===== src/rtl/mem_arbiter.sv =====
// mem_arbiter: fixed-priority arbiter putting fetch and load/store requests onto one Wishbone-classic master port
// Ports: clk/rst (sync, active-high); if_req/if_addr -> if_rdata/if_ack (fetch);
// mem_req/mem_we/mem_sel/mem_addr/mem_wdata -> mem_rdata/mem_ack (load/store); flush cancels a pending fetch;
// bus_cyc/bus_stb/bus_we/bus_sel/bus_addr/bus_wdata out, bus_rdata/bus_ack in; bus_err flags a timed-out access;
// stallreq_if/stallreq_mem are combinational stall requests to the pipeline.
module mem_arbiter #(
  parameter int unsigned TIMEOUT = 255
) (
  input  logic        clk,
  input  logic        rst,
  input  logic        if_req,
  input  logic [31:0] if_addr,
  output logic [31:0] if_rdata,
  output logic        if_ack,
  input  logic        mem_req,
  input  logic        mem_we,
  input  logic [3:0]  mem_sel,
  input  logic [31:0] mem_addr,
  input  logic [31:0] mem_wdata,
  output logic [31:0] mem_rdata,
  output logic        mem_ack,
  input  logic        flush,
  output logic        bus_cyc,
  output logic        bus_stb,
  output logic        bus_we,
  output logic [3:0]  bus_sel,
  output logic [31:0] bus_addr,
  output logic [31:0] bus_wdata,
  input  logic [31:0] bus_rdata,
  input  logic        bus_ack,
  output logic        bus_err,
  output logic        stallreq_if,
  output logic        stallreq_mem
);
  typedef enum logic [1:0] {IDLE, IF_BUS, MEM_BUS, DONE} state_t;
  localparam logic [7:0] last = 8'(TIMEOUT - 1);
  state_t state;
  logic [7:0] cnt;
  logic cancel;
  assign stallreq_mem = mem_req & ~mem_ack;
  assign stallreq_if = if_req & ~if_ack & ~flush;
  always_ff @(posedge clk) begin
    if (rst) begin
      state <= IDLE;
      cnt <= '0;
      cancel <= 1'b0;
      bus_cyc <= 1'b0;
      bus_stb <= 1'b0;
      bus_we <= 1'b0;
      bus_sel <= '0;
      bus_addr <= '0;
      bus_wdata <= '0;
      if_rdata <= '0;
      mem_rdata <= '0;
      if_ack <= 1'b0;
      mem_ack <= 1'b0;
      bus_err <= 1'b0;
    end else begin
      case (state)
        IDLE: begin
          if (mem_req) begin
            state <= MEM_BUS;
            cnt <= '0;
            bus_cyc <= 1'b1;
            bus_stb <= 1'b1;
            bus_we <= mem_we;
            bus_sel <= mem_sel;
            bus_addr <= mem_addr;
            bus_wdata <= mem_wdata;
          end else if (if_req && !flush) begin
            state <= IF_BUS;
            cnt <= '0;
            cancel <= 1'b0;
            bus_cyc <= 1'b1;
            bus_stb <= 1'b1;
            bus_we <= 1'b0;
            bus_sel <= 4'b1111;
            bus_addr <= if_addr;
          end
        end
        IF_BUS, MEM_BUS: begin
          // a flush seen on any cycle of the fetch suppresses its delivery
          cancel <= cancel | ((state == IF_BUS) & flush);
          // an ack arriving on the final wait cycle wins over the timeout
          if (bus_ack || cnt == last) begin
            state <= DONE;
            bus_cyc <= 1'b0;
            bus_stb <= 1'b0;
            if (state == MEM_BUS) begin
              mem_ack <= 1'b1;
              mem_rdata <= bus_ack ? bus_rdata : '0;
              bus_err <= ~bus_ack;
            end else if (!(cancel | flush)) begin
              if_ack <= 1'b1;
              if_rdata <= bus_ack ? bus_rdata : '0;
              bus_err <= ~bus_ack;
            end
          end else begin
            cnt <= cnt + 8'd1;
          end
        end
        default: begin
          // one dead cycle lets the requester drop the request it just got acked
          state <= IDLE;
          if_ack <= 1'b0;
          mem_ack <= 1'b0;
          bus_err <= 1'b0;
        end
      endcase
    end
  end
endmodule


===== config.mk =====
export PLATFORM = sky130hd
export DESIGN_NAME = mem_arbiter
export DESIGN_NICKNAME = d
export VERILOG_FILES = /design/src/rtl/mem_arbiter.sv
export SDC_FILE = /design/constraint.sdc
export NUM_CORES = 1
export LEC_CHECK = 0
export CAP_MARGIN = 30
export CELL_PAD_IN_SITES_DETAIL_PLACEMENT = 1
export CELL_PAD_IN_SITES_GLOBAL_PLACEMENT = 2
export CORE_MARGIN = 2
export CORE_UTILIZATION = 32
export DETAILED_ROUTE_END_ITERATION = 10
export DONT_BUFFER_PORTS = 1
export PLACE_DENSITY = 0.77
export SYNTH_ARGS = -nofsm -noshare
export SYNTH_HDL_FRONTEND = slang
export SYNTH_SLANG_ARGS = --single-unit

===== constraint.sdc =====
create_clock -name clk -period 1.7 [get_ports clk]
set_input_delay 0.085 -clock clk [delete_from_list [all_inputs] [get_ports clk]]
set_output_delay 0.085 -clock clk [all_outputs]
set_load 0.01 [all_outputs]

==> summary.txt <==
Die
  • Initial Util: 0.326
  • # IOs: 279
  • Die width: 142 um
  • Core area: 18,700 um2
  • Floorplan row count: 50
  • DIE HEIGHT: 142 um
  • Die area: 20,200 um2

Routing
  • # DRC: 0
  • Drt first pass iters: 4
  • Final wirelength: 20,300 um
  • Number of routed nets with antenna violations: 0
  • Vias: 5,500
  • DR WL/cell: 19.4 um
  • Initial DRC count: 167
  • Drt via density: 5.25

Clock network
  • Clock sinks: 148
  • Cts bufs inserted: 17
  • Worst-Skew Late Latency: 0.41 ns
  • Max Buffers Root-to-Sink: 2
  • CTS tree: done
  • Clk slew on worst S/H paths: 0.07 ns
  • CTS H-tree lvls: 4
  • CTS Root Cell: clkbuf_16

Setup path
  • R2R Setup Slk: 0.04 ns
  • Critical Path RT: 1.99 ns
  • R2r endpoint: if_rdata[7]
  • Biggest fanout along the worst timing path: 8
  • Startpoint Class: flip-flop
  • Register-to-Register Path Depth: 7
  • CP Data Arrival Time: 1.95 ns
  • Critical path type: reg2reg
  • Crit end category: flip-flop
  • Worst r2r src: cnt[0]

Min path
  • Worst Hold Path EP: cnt[5]
  • Hold_sp: rst
  • Hold WC Path Type: in2reg
  • Hold Path Depth: 4

Placement
  • Port bufs: 0
  • Placed cell area: 6480 um2
  • Post-Place Setup Slack: -0.106 ns
  • Gpl congestion: 0.806
  • HPWL Detailed: 12,100 um
  • Placed Instances: 877

Power
  • Logic pwr share: 0.257
  • Clock power share: 0.332
  • Pwr dens: 1330 nW/um2
  • VDD IR-drop max: 0.678 mV
  • Pleak: 3.69 nW
  • Switch Pwr: 3.72 mW
  • Seq pwr share: 0.410
  • Internal power: 7.72 mW
  • Sw frac: 0.325

Global route
  • Met3 Use GR: 0.0720
  • Gr usage total: 0.195
  • GRT Max-Usage Layer: met2
  • Global route overflow: 0
  • Grt met1 use: 0.206
  • GR Layer Usage met2: 0.358
  • Vias in the first global route: 5,962
  • Initial antenna violation count: 0
  • Largest net degree at the start of global routing: 78
  • First-pass GRT wire length: 31,100 um

STA
  • Period minus WS final: 1.66 ns
  • Slew Limit Headroom: 0.657
  • Part of the cycle the worst path needs: 0.979
  • Final Hold Vio Count: 0
  • FMAX: 0.601 GHz
  • Unrepaired setup endpoints after global routing: yes
  • Slew Limit Fails: 0
  • Final TNS setup: 0 ns
  • Final Skew: 0.0110 ns
  • Worst-margin pin slew: 0.515 ns
  • Final Worst Setup Slack: 0.0362 ns
  • Final setup fails: 0

Job
  • MaxCap Viol Count: 0

Finish
  • Layout cells sized above 1: 0.118
  • Most frequent cells in the layout: dfxtp_1, nand2_1, dlygate4sd3_1
  • Final #Nets: 949
  • # fillers: 2,039
  • Final Cell Area: 8610 um2
  • Most common cell after layout, fill and taps aside: dfxtp_1
  • Post-Layout Cell Count: 1,047
  • Area Growth Syn to Fin: 41.2%

Outcome
  • Status: finished, final reports clean

Synth
  • Distinct cells, synth: 47
  • Synthesized net count: 807
  • Asr flop ratio synth: 0
  • Post-synthesis sequential area ratio: 0.486
  • YS warnings: 0
  • Number of synthesized flops with an enable pin: 0
  • #FFs+latches synth: 148
  • Gate count of the mapped netlist: 661
  • Synth Area per Inst: 9.22 um2
  • Post-synthesis cell area: 6100 um2
  • Main flop type after synthesis: dfxtp_1
## registers in the layout, summed over array words and instances (netlist names)
| signal | count |
|---|---|
| cancel | 1 |
| bus_we | 1 |
| bus_wdata | 32 |
| cnt | 8 |
| if_rdata | 32 |
| bus_sel | 4 |
| bus_addr | 32 |
| bus_stb | 1 |
| mem_ack | 1 |
| state | 2 |
| bus_err | 1 |
| mem_rdata | 32 |
| if_ack | 1 |
## synthesized netlist by cell type (2+ instances only)
cell / instances / share of area
dfxtp_1: 148 / 0.49
nand2_1: 139 / 0.086
mux2i_1: 96 / 0.16
a21oi_1: 41 / 0.034
nor2_1: 41 / 0.025
nand3_1: 40 / 0.033
a211oi_1: 35 / 0.043
clkbuf_1: 35 / 0.022
buf_2: 11 / 0.0090
ha_1: 7 / 0.014
buf_6: 6 / 0.011
a31oi_1: 5 / 0.0051
inv_1: 5 / 0.0031
o211ai_1: 4 / 0.0049
o221a_2: 4 / 0.0074
nand2b_1: 3 / 0.0031
nand4_1: 3 / 0.0031
nor2b_1: 3 / 0.0031
nor3_1: 3 / 0.0025
or4_1: 3 / 0.0037
buf_4: 2 / 0.0025
o311ai_0: 2 / 0.0029
## worst max path at each step
stage	from	endpoint	slack (ns)	depth (start not counted)
6_report	cnt[0]	if_rdata[7]	0.04	7
5_1_grt	cnt[0]	if_rdata[3]	-0.03	7
4_1_cts	cnt[0]	state[0]	0.0009	7
3_5_place_dp	cnt[0]	mem_rdata[0]	-0.11	7
3_3_place_gp	cnt[0]	cnt[5]	0.004	6
2_1_floorplan	cnt[0]	if_rdata[0]	0.005	8
## worst max-delay path: stages (launching register included)
cell and delay, ns:
dfxtp_2 0.33, inv_2 0.06, ha_2 0.18, and3_4 0.20
a21o_4 0.19, nand4b_4 0.21, buf_12 0.23, mux2i_2 0.15
## cells by family (layout without fill, tap and decap cells)
family,after synthesis,after routing,share of synthesized area
muxes,96,96,0.158
buffers and inverters,59,209,0.0472
other,0,1,0
DFF,148,148,0.486
and+or+nand+nor,245,246,0.177
AOI/OAI and AO/OA,106,106,0.118
adders and majority gates,7,7,0.0144
## power by group through the flow
stage | Sequential, mW | Combinational (mW) | Clock, mW
final | 4.70 | 2.95 | 3.80
after global routing | 4.75 | 3.22 | 4.04
after CTS | 4.69 | 2.75 | 3.90
after detailed placement | 4.76 | 2.33 | 0
after global placement | 4.75 | 2.22 | 0
after floorplan | 4.60 | 1.72 | 0
## through the flow
step | hold WS [ns] | util | total power [mW]
final | 0.0423 | 0.460 | 11.4
after global routing | 0.0383 | 0.460 | 12.0
after CTS | 0.0249 | 0.456 | 11.3
after detailed placement | 0.167 | 0.346 | 7.10
after global placement | 0.163 | 0.346 | 6.97
after floorplan | 0.221 | - | 6.32
## repair_timing
item	CTS	global route
setup endpoints to repair	65	37
pin swaps	3	6
endpoints found under the hold margin	145	0
gates resized for setup	11	13
setup buffers	1	0
cloned	2	1
hold buffers	137	0
## layer usage
layer	routed length (um)	part of all wire
met5	0	0
met4	318	0.016
met2	10600	0.52
met1	7880	0.39
met3	1530	0.075
## cell type report
cell class	count	area (um2)	share of cell area
Timing Repair Buffer	176	1820	0.211
Multi-Input combinational cell	455	2930	0.340
Tap cell	234	293	0.0340
Sequential cell	148	2960	0.344
Clock buffer	19	453	0.0526
Clock inverter	9	133	0.0154
Antenna cell	1	2.50	0.000291
Inverter	5	20.0	0.00232
Note: power is estimated with default switching activity, not from simulation.
